==> config.mk <==
export PLATFORM = sky130hd
export DESIGN_NAME = seq_divider_8by4
export DESIGN_NICKNAME = d
export VERILOG_FILES = /design/src/rtl/seq_divider_pkg.sv /design/src/rtl/seq_divider_8by4_div_step.sv /design/src/rtl/seq_divider_8by4.sv
export SDC_FILE = /design/constraint.sdc
export NUM_CORES = 1
export LEC_CHECK = 0
export ABC_AREA = 1
export BUFFER_PORTS_ARGS = -buffer_cell sky130_fd_sc_hd__buf_2
export CORE_AREA = 2 2 44 77
export CTS_CLUSTER_DIAMETER = 60
export CTS_CLUSTER_SIZE = 25
export DETAILED_ROUTE_END_ITERATION = 8
export DIE_AREA = 0 0 46 79
export HOLD_SLACK_MARGIN = 0.06
export PLACE_DENSITY = 0.91
export SYNTH_ARGS = -nofsm -noshare
export SYNTH_HDL_FRONTEND = slang
export SYNTH_SLANG_ARGS = --single-unit
export TNS_END_PERCENT = 1
==> constraint.sdc <==
create_clock -name clk -period 4.7 [get_ports clk]
set_clock_uncertainty 0.2 [all_clocks]
set_input_delay 0.94 -clock clk [delete_from_list [all_inputs] [get_ports clk]]
set_output_delay 0.94 -clock clk [all_outputs]
set_load 0.01 [all_outputs]
==> src/rtl/seq_divider_pkg.sv <==
// Shared types and default widths for the sequential restoring divider.
package seq_divider_pkg;
  localparam int DIVIDEND_W = 8;
  localparam int DIVISOR_W  = 4;
  localparam int CNT_W      = $clog2(DIVIDEND_W + 1);

  typedef enum logic {
    IDLE = 1'b0,
    RUN  = 1'b1
  } state_e;
endpackage

==> src/rtl/seq_divider_8by4_div_step.sv <==
// One restoring-division iteration: shift in a dividend bit, trial-subtract, restore on borrow.
module div_step
  import seq_divider_pkg::*;
#(
  parameter int DSR_W = DIVISOR_W
) (
  input  logic [DSR_W:0]   rem_in,
  input  logic             bit_in,
  input  logic [DSR_W-1:0] divisor,
  output logic [DSR_W:0]   rem_out,
  output logic             q_bit
);
  logic [DSR_W+1:0] shifted;
  logic [DSR_W+1:0] trial;

  // One guard bit above the shifted remainder makes the MSB of trial a clean borrow flag.
  always_comb begin
    shifted = {rem_in, bit_in};
    trial   = shifted - {2'b00, divisor};
    q_bit   = ~trial[DSR_W+1];
    rem_out = q_bit ? trial[DSR_W:0] : shifted[DSR_W:0];
  end
endmodule

==> src/rtl/seq_divider_8by4.sv <==
// Sequential 8-by-4 unsigned restoring divider, one quotient bit per clock.
module seq_divider_8by4
  import seq_divider_pkg::*;
#(
  parameter int DIVIDEND_W = seq_divider_pkg::DIVIDEND_W,
  parameter int DIVISOR_W  = seq_divider_pkg::DIVISOR_W
) (
  input  logic                  clk,
  input  logic                  rst,
  input  logic                  start,
  input  logic [DIVIDEND_W-1:0] dividend,
  input  logic [DIVISOR_W-1:0]  divisor,
  output logic                  busy,
  output logic                  done,
  output logic [DIVIDEND_W-1:0] quotient,
  output logic [DIVISOR_W-1:0]  remainder,
  output logic                  div_zero
);
  localparam int CNT_W = $clog2(DIVIDEND_W + 1);

  state_e                state_q, state_d;
  logic [CNT_W-1:0]      cnt_q, cnt_d;
  logic [DIVIDEND_W-1:0] dvd_q, dvd_d;
  logic [DIVISOR_W-1:0]  dsr_q, dsr_d;
  logic [DIVISOR_W:0]    prem_q, prem_d;
  logic                  dz_pend_q, dz_pend_d;
  logic                  busy_q, busy_d;
  logic                  done_q, done_d;
  logic                  div_zero_q, div_zero_d;
  logic [DIVIDEND_W-1:0] quotient_q, quotient_d;
  logic [DIVISOR_W-1:0]  remainder_q, remainder_d;

  logic [DIVISOR_W:0]    step_rem;
  logic                  step_q;

  div_step #(.DSR_W(DIVISOR_W)) u_step (
    .rem_in  (prem_q),
    .bit_in  (dvd_q[DIVIDEND_W-1]),
    .divisor (dsr_q),
    .rem_out (step_rem),
    .q_bit   (step_q)
  );

  always_comb begin
    state_d     = state_q;
    cnt_d       = cnt_q;
    dvd_d       = dvd_q;
    dsr_d       = dsr_q;
    prem_d      = prem_q;
    dz_pend_d   = 1'b0;
    busy_d      = busy_q;
    done_d      = 1'b0;
    div_zero_d  = div_zero_q;
    quotient_d  = quotient_q;
    remainder_d = remainder_q;

    // A divide-by-zero accepted on the previous edge completes here.
    if (dz_pend_q) begin
      quotient_d  = '1;
      remainder_d = '0;
      div_zero_d  = 1'b1;
      done_d      = 1'b1;
    end

    case (state_q)
      IDLE: begin
        if (start) begin
          dvd_d  = dividend;
          dsr_d  = divisor;
          prem_d = '0;
          cnt_d  = CNT_W'(DIVIDEND_W);
          if (divisor != '0) begin
            state_d = RUN;
            busy_d  = 1'b1;
          end else begin
            dz_pend_d = 1'b1;
          end
        end
      end
      RUN: begin
        // Quotient bits shift into the dividend register as its bits are consumed.
        prem_d = step_rem;
        dvd_d  = {dvd_q[DIVIDEND_W-2:0], step_q};
        cnt_d  = cnt_q - CNT_W'(1);
        if (cnt_q == CNT_W'(1)) begin
          state_d     = IDLE;
          busy_d      = 1'b0;
          done_d      = 1'b1;
          quotient_d  = {dvd_q[DIVIDEND_W-2:0], step_q};
          remainder_d = step_rem[DIVISOR_W-1:0];
          div_zero_d  = 1'b0;
        end
      end
      default: state_d = IDLE;
    endcase
  end

  always_ff @(posedge clk) begin
    if (rst) begin
      state_q     <= IDLE;
      cnt_q       <= '0;
      dvd_q       <= '0;
      dsr_q       <= '0;
      prem_q      <= '0;
      dz_pend_q   <= 1'b0;
      busy_q      <= 1'b0;
      done_q      <= 1'b0;
      div_zero_q  <= 1'b0;
      quotient_q  <= '0;
      remainder_q <= '0;
    end else begin
      state_q     <= state_d;
      cnt_q       <= cnt_d;
      dvd_q       <= dvd_d;
      dsr_q       <= dsr_d;
      prem_q      <= prem_d;
      dz_pend_q   <= dz_pend_d;
      busy_q      <= busy_d;
      done_q      <= done_d;
      div_zero_q  <= div_zero_d;
      quotient_q  <= quotient_d;
      remainder_q <= remainder_d;
    end
  end

  assign busy      = busy_q;
  assign done      = done_q;
  assign div_zero  = div_zero_q;
  assign quotient  = quotient_q;
  assign remainder = remainder_q;
endmodule
Yosys cells after proc, flatten, opt, wreduce, memory -nomap -nowiden

Index checks and enable logic that the tools add are counted.

Add/sub/neg operators: 2
Eq/ne operators: 4
Multiplexer cells: 28
Bitwise logic cells: 3
Reduce and logical (&&, ||, !) cells: 4

Operators with widths:

| kind                | count |
|---|---|
| $mux 8              | 4 |
| $mux 4              | 4 |
| $pmux 8 s2          | 1 |
| $mux 1              | 13 |
| $mux 5              | 2 |
| $pmux 5 s2          | 1 |
| $pmux 4 s2          | 1 |
| $sub 6x4->6         | 1 |
| $eq 4x1->1 const B  | 1 |
| $ne 2x2->1 const B  | 2 |
| $pmux 1 s2          | 2 |
| $reduce_bool 4->1   | 1 |
| $sub 4x1->4 const B | 1 |
| $not 1->1           | 3 |
| $reduce_and 3->1    | 1 |
| $reduce_or 3->1     | 1 |
| $ne 2x1->1 const B  | 1 |
| $reduce_and 2->1    | 1 |

Flip-flop bits (word level): 38
Input bits: 15
Output and inout bits: 15
Logic and storage cells: 52

Longest topological paths before layout

Gate-level depths: netlist of run 1.

Depth in word-level cells: 4
Mapped depth: 12
Depth with buffers taken out: 12

Cells and area by module

Synthesis of run 1 repeated with hierarchy kept, for this count alone.

Cells, all modules: 286
Area, all modules: 2011.9 um^2

Modules (own cells, without submodules):

| module           | times used | cells each | area each (um^2) | sequential area each (um^2) |
|---|---|---|---|---|
| seq_divider_8by4 | 1          | 231        | 1679.1           | 760.7 |
| div_step         | 1          | 55         | 332.8            | 0.0 |

Worst setup path before layout of run 1

Ideal clock, no wire load.

Kind: input -> register
From: input rst
To: register quotient_q[0], in the netlist quotient[0]
Setup time: 116 ps
Arrival time: 1635 ps
Data required time: 4384 ps
Slack: 2748 ps
Stages on the path: 5
Buffers on the path: 2
Cell sequence: buf_2 clkinv_1 clkbuf_1 o211ai_1 inv_1

RTL lines:

| element                | line                    | source |
|---|---|---|
| start: declaration     | seq_divider_8by4.sv:9   | `input logic rst,` |
| end signal: assignment | seq_divider_8by4.sv:121 | `quotient_q <= quotient_d;` |
| end: declaration       | seq_divider_8by4.sv:30  | `logic [DIVIDEND_W-1:0] quotient_q, quotient_d;` |

No word-level cell between the ends.

==> results of run 1 <==
worst register-to-register path, stage by stage, from the launching register on:
cell and delay [ns]:
dfxtp_1 0.48, nor2_1 0.76, inv_1 0.14, o221ai_1 0.18, nand2_1 0.07, inv_1 0.06
registers in the layout, summed over array words and instances, names as in the netlist:
register	cells
busy	1
quotient	8
dvd_q	8
div_zero	1
prem_q	5
dz_pend_q	1
done	1
dsr_q	4
cnt_q	4
state_q	1
remainder	4
layer usage:
metal / vias to the layer above / track usage [%] / part of all wire [%]
met5: - / 0 / 0
met4: 0 / 15.7 / 4.3
met3: 19 / 5.23 / 4.1
met2: 56 / 46.0 / 56
met1: 762 / 27.7 / 36
li1: 814 / - / -
cell type report:
| class | count | share of cell area [%] |
|---|---|---|
| clock buffer | 5 | 3.40 |
| inverter | 39 | 7.24 |
| clock inverter | 3 | 3.40 |
| multi-input combinational | 149 | 39.4 |
| tap | 29 | 1.79 |
| sequential | 38 | 37.6 |
| timing repair buffer | 29 | 7.18 |
logic make-up after synthesis:
kind of cell | synth area share (%)
adders and majority gates | 5.51
AOI/OAI and AO/OA | 13.4
buffers and inverters | 9.79
and+or+nand+nor | 26.7
DFF | 44.1
xor gates and xnor gates | 0.508
worst min-delay path by stage:
| stage | startpoint | end | slack, ns | cells after the start |
|---|---|---|---|---|
| 2_1_floorplan | cnt_q[1] | cnt_q[1] | 0.24 | 2 |
| 3_3_place_gp | cnt_q[1] | cnt_q[1] | 0.25 | 2 |
| 3_5_place_dp | remainder[0] | remainder[0] | 0.26 | 2 |
| 4_1_cts | remainder[0] | remainder[0] | 0.27 | 2 |
| 5_1_grt | remainder[0] | remainder[0] | 0.29 | 2 |
| 6_report | remainder[2] | remainder[2] | 0.27 | 2 |
metrics by stage:
| step | cell area [µm²] | utilization, % | setup WS, ns | total power, W | hold WS [ns] |
|---|---|---|---|---|---|
| after floorplan | 1730 | - | 2.75 | 0.000519 | 0.244 |
| after global placement | 1880 | 62.0 | 2.25 | 0.000561 | 0.253 |
| after detailed placement | 1880 | 62.0 | 2.18 | 0.000571 | 0.260 |
| after CTS | 2020 | 66.5 | 2.45 | 0.000900 | 0.273 |
| after global routing | 2020 | 66.5 | 2.26 | 0.000944 | 0.292 |
| final | 2020 | 66.5 | 2.43 | 0.000900 | 0.266 |
cells in the mapped netlist, drive strengths merged:
master	instances	area, µm²
nand2	59	229
dfxtp	38	761
inv	38	143
nand3	30	150
a21oi	18	90.1
nor2	9	43.8
ha	6	75.1
o21ai	5	25.0
o221a	4	45.0
buf	3	15.0
nand4	3	18.8
o22ai	3	18.8
a31oi	2	12.5
clkbuf	2	7.51
o221ai	2	17.5
a22oi	1	7.51
clkinv	1	3.75
fa	1	20.0
nand3b	1	7.51
nor3	1	5.00
o211ai	1	7.51
o21a	1	7.51
or2	1	6.26
xnor2	1	8.76
power by group through the flow:
stage / Combinational, W / Clock, W / Sequential (W)
floorplan: 0.000154 / 0 / 0.000365
global placement: 0.000192 / 0 / 0.000370
detailed placement: 0.000200 / 0 / 0.000371
CTS: 0.000202 / 0.000334 / 0.000364
global route: 0.000233 / 0.000345 / 0.000367
finish: 0.000203 / 0.000333 / 0.000364
==> results_dict.tcl, run 1 <==
set metrics [dict create \
    ant_nets 0 \
    tns_ns 0 \
    switching_share_pct 30.3 \
    cts_setup_buffers 0 \
    vias_per_cell 5.65 \
    synth_area_um2 1730 \
    first_pass_iters 4 \
    worst-path-buf-inv 2 \
    internal_power_w 0.000628 \
    drv_cap 0 \
    pwr-share-comb_pct 22.6 \
    io_pins 30 \
    antenna_found_initial 0 \
    start_util_pct 56.7 \
    clockPowerShare_pct 36.9 \
    ys_seq_area_share_pct 44.1 \
    drv_slew 0 \
    cts_hold_buffers 0 \
    multiInputGateArea_um2 796 \
    setup_viol 0 \
    r2r_cells 5 \
    fillers 264 \
    worstMarginPinSlew_ns 0.878 \
    worstSetupStartpoint "rst" \
    fin_crit_ns 2.27 \
    grt_pass1_vias 1622 \
    crit_fanout 19 \
    seqCellArea_um2 761 \
    dieArea_um2 3630 \
    instances_no_fill 292 \
    core_area_um2 3040 \
    postSynthCellCount 231 \
    grt_pass1_wl_um 7040 \
    yosysUniqueCellTypes 28 \
    start_kind "input pin" \
    cp-end-kind "register" \
    avgSynthCellArea_um2 7.47 \
    power.leakage_nw 0.977 \
    nNetsFinal 284 \
    cpPeakStageDelay_ns 0.51 \
    max-vdd-ir-drop_uv 439 \
    diodes 0 \
    h-tree-depth 2 \
    grt_start_max_net_pins 20 \
    layout_commonest_cell "nand2_1" \
    crit_chain "buf_2, clkinv_1, nand2_1, a21oi_1, o21a_1" \
    final_layout_size_suffix_gt1_share_pct 18.6 \
    initialDrtViolationCount 54 \
    clock-root-buffer "clkbuf_8" \
    wl_per_cell_um 14.3 \
    max_freq_mhz 441 \
    cp.depth 5 \
    drc_errors 0 \
    slew_headroom_pct 41.3 \
    synth_nets 253 \
    clk_latency_ns 0.30 \
    clk_path_buf_depth 2 \
    syn_to_final_growth_pct 17.2 \
    cts.sinks 38 \
    overflow 0 \
    gp_congestion 0.923 \
    hold_viol_final 0 \
    numCtsBuffers 5 \
    hold_path.class "register to register" \
    ys_seq_elements 38 \
    drt-total-wl_um 4190 \
    crit_family "buffers and inverters" \
    track_usage_pct 26.6 \
    rr_startpoint "state_q" \
    worstPathArrival_ns 2.26 \
    seqPwrFrac_pct 40.5 \
    hpwl_um 3090 \
    min_period_over_period_pct 48.2 \
    required_ns 4.69 \
    clkTransAtPathRegs_ns 0.08 \
    layout_common_cells "nand2_1 (58), dfxtp_1 (38), inv_1 (34)" \
    rsz0062_at_grt "no" \
    reg2reg_to "dvd_q[5]" \
    rows 27 \
    ys_warn_count 0 \
    ctsResizeCount 0 \
    die_h_um 79 \
    power_density_nw_per_um2 445 \
    switchingPower_w 0.000272 \
    cts_tree "built" \
    critical_path_class "input pin to register" \
    status "complete, no violations" \
    num_vias 1651 \
    portBuffers 29 \
    cp-endpoint "cnt_q[2]" \
    reg2reg_slack_ns 2.75 \
    die_w_um 46 \
    cp_slowest_cell "clkinv_1" \
    dp_cells 284 \
]
No activity file was read; power rests on OpenSTA's default activity.
==> run 2, diff against run 1 <==
--- a/config.mk
+++ b/config.mk
@@ -5,15 +5,15 @@
 export SDC_FILE = /design/constraint.sdc
 export NUM_CORES = 1
 export LEC_CHECK = 0
-export ABC_AREA = 1
+export ABC_AREA = 0
 export BUFFER_PORTS_ARGS = -buffer_cell sky130_fd_sc_hd__buf_2
-export CORE_AREA = 2 2 44 77
+export CORE_AREA = 2 2 49 85
 export CTS_CLUSTER_DIAMETER = 60
 export CTS_CLUSTER_SIZE = 25
 export DETAILED_ROUTE_END_ITERATION = 8
-export DIE_AREA = 0 0 46 79
+export DIE_AREA = 0 0 51 87
 export HOLD_SLACK_MARGIN = 0.06
-export PLACE_DENSITY = 0.91
+export PLACE_DENSITY = 0.82
 export SYNTH_ARGS = -nofsm -noshare
 export SYNTH_HDL_FRONTEND = slang
 export SYNTH_SLANG_ARGS = --single-unit
==> constraint.sdc (replaced) <==
create_clock -name clk -period 1.9 [get_ports clk]
set_clock_uncertainty 0.2 [all_clocks]
set_input_delay 0.38 -clock clk [delete_from_list [all_inputs] [get_ports clk]]
set_output_delay 0.38 -clock clk [all_outputs]
set_load 0.01 [all_outputs]
==> run 2 against run 1 <==
The run now ends with negative setup slack left. Via count is 0.30% lower. Sequential power is 140% higher. Sequential cell count did not move. Utilization decreased by 6.3 points. Combinational power up 110%. Register-to-register slack lost 3.0 ns. Design area increased by 13%. First-iteration DRC count is 54% lower. Largest cell class unchanged.
==> results_dict.tcl, run 2 <==
set metrics [dict create \
    min_period_over_period_pct 111 \
    h-tree-depth 2 \
    cts_tree "built" \
    yosys.area.top_type "dfxtp_1" \
    antenna_found_initial 0 \
    first_pass_iters 4 \
    track_usage_pct 22.3 \
    ys.flop_type "dfxtp_1" \
    async_flop_share_pct 0 \
    status "complete, but fails checks" \
    hold_viol_final 0 \
    layout_common_cells "nor2_1 (37), dfxtp_1 (35), buf_2 (29)" \
    nNetsFinal 276 \
    drv_cap 0 \
    cts_setup_buffers 0 \
    yosys.area.top_type_share_pct 42.2 \
    cpPeakStageDelay_ns 0.35 \
    dieArea_um2 4440 \
    ys_seq_elements 38 \
    vias_per_cell 5.43 \
    layout_commonest_cell "nor2_1" \
    drv_slew 0 \
    synth_nets 233 \
    max-vdd-ir-drop_uv 695 \
    crit_chain "inv_2, ha_4, nor2b_4, o2111a_2, a211oi_4, mux2i_2, a211oi_2" \
    power_density_nw_per_um2 824 \
    syn_to_final_growth_pct 26.4 \
    rows 30 \
    drc_errors 0 \
    cp_slowest_cell "a211oi_4" \
    cp-end-kind "register" \
    fin_crit_ns 2.10 \
    grt_pass1_wl_um 7500 \
    clk_path_buf_depth 2 \
    num_vias 1646 \
    worstPathArrival_ns 2.08 \
    max_freq_mhz 476 \
    portBuffers 29 \
    slew_headroom_pct 69.0 \
    crit_fanout 3 \
    start_kind "register" \
    synth_commonest_cells "dfxtp_1 (38), nor2_1 (37), nor3_1 (20)" \
    overflow 0 \
    diodes 0 \
    core_area_um2 3790 \
    synthTopCellsByArea "dfxtp_1 (42%), nor2_1 (7.7%), mux2i_1 (6.7%), nor3_1 (5.5%), a21oi_1 (4.7%)" \
    violations "negative setup slack" \
    synth_edf_count 0 \
    fin_util_pct 60.2 \
    required_ns 1.88 \
    power.leakage_nw 1.00 \
    wl_per_cell_um 14.4 \
    fillers 328 \
    initialDrtViolationCount 25 \
    dpl_worst_slack_ns -0.217 \
    grt_pass1_vias 1676 \
    final_layout_size_suffix_gt1_share_pct 32.2 \
    worstSetupStartpoint "dsr_q[1]" \
    die_h_um 87 \
    avgSynthCellArea_um2 8.55 \
    rsz0062_at_grt "yes" \
    clock-root-buffer "clkbuf_8" \
    start_util_pct 47.6 \
    rr_startpoint "dsr_q[1]" \
    ys_seq_area_share_pct 42.2 \
    hold_ws_ns 0.128 \
    setup_viol 7 \
    tns_ns -1.19 \
    hpwl_um 3320 \
    hold_path.class "input pin to register" \
    ant_nets 0 \
    setup_ws_ns -0.202 \
    worstMarginPinSlew_ns 0.462 \
    hp-start "divisor[3]" \
    instances_no_fill 303 \
    cts.sinks 38 \
    critical_path_class "register to register" \
    ys_warn_count 0 \
    yosysUniqueCellTypes 39 \
    clkTransAtPathRegs_ns 0.07 \
    dp_cells 295 \
    die_w_um 51 \
    numCtsBuffers 5 \
    clk_latency_ns 0.29 \
    drt-total-wl_um 4360 \
    grt_start_max_net_pins 17 \
    synth_area_um2 1800 \
    yosysMostFrequentCell "dfxtp_1" \
    gp_congestion 0.851 \
    cts_hold_buffers 0 \
    postSynthCellCount 211 \
    io_pins 30 \
]
[run 2: changes by cell type after synthesis, moves of 5 or more]
cell / previous run / this run
nand3_1: 30 / 2
nand2_1: 58 / 13
inv_1: 34 / 9
nor3_1: 1 / 20
nor2_1: 7 / 37
mux2i_1: 0 / 12
clkbuf_1: 2 / 7
[run 2: logic make-up after synthesis]
logic type | after synthesis | synth area share (%)
AND/OR/NAND/NOR | 87 | 22.6
AO/OA/AOI/OAI | 42 | 17.0
flip-flops | 38 | 42.2
buffers and inverters | 22 | 4.72
multiplexers | 13 | 7.28
adder cells (fa/ha/maj) | 7 | 5.27
XOR/XNOR | 2 | 0.971
[run 2: worst paths after layout]
kind,slack [ns],cells after the start,to
max,-0.20,7,remainder[1]
min,0.13,3,dsr_q[3]
max reg2reg,-0.20,7,remainder[1]
min reg2reg,0.26,2,remainder[3]
[run 2: timing repair]
item | in CTS | in global routing
resized for setup | 2 | 18
endpoints found under the setup margin | 8 | 11
pin swaps | 1 | 8
[run 2: worst max-delay path: cells and delay by family, from the launching register on]
kind | cells | cell delay (ns)
AND/OR/NAND/NOR | 1 | 0.13
adder cells (fa/ha/maj) | 1 | 0.19
AO/OA/AOI/OAI | 3 | 0.76
flip-flops | 1 | 0.32
buffers and inverters | 1 | 0.06
multiplexers | 1 | 0.32
[run 2: where the power goes]
part | switching, W | internal, W
Sequential | 0.0000384 | 0.000842
Clock | 0.000275 | 0.000293
Combinational | 0.000223 | 0.000210
[run 2: area by class of cell]
| type | count | area (µm²) | share of cell area [%] |
|---|---|---|---|
| well taps | 48 | 60.1 | 2.63 |
| clock inverters | 1 | 5.00 | 0.219 |
| repair buffers | 49 | 295 | 12.9 |
| clock buffers | 7 | 86.3 | 3.78 |
| inverters | 9 | 33.8 | 1.48 |
| flip-flops and latches | 38 | 764 | 33.5 |
| multi-input cells | 151 | 1040 | 45.4 |
[run 2: metrics by stage]
| stage | power, W | instance area (µm²) |
|---|---|---|
| finish | 0.00188 | 2280 |
| global route | 0.00197 | 2280 |
| CTS | 0.00184 | 2210 |
| detailed placement | 0.00128 | 2110 |
| global placement | 0.00126 | 2110 |
| floorplan | 0.00116 | 1810 |
[run 2: layer usage]
| metal | part of all wire (%) | vias to the layer above | track usage (%) |
|---|---|---|---|
| met2 | 56 | 34 | 41.7 |
| met5 | 0 | - | 0 |
| li1 | - | 819 | - |
| met1 | 38 | 781 | 23.4 |
| met3 | 3.2 | 12 | 4.30 |
| met4 | 2.8 | 0 | 9.58 |
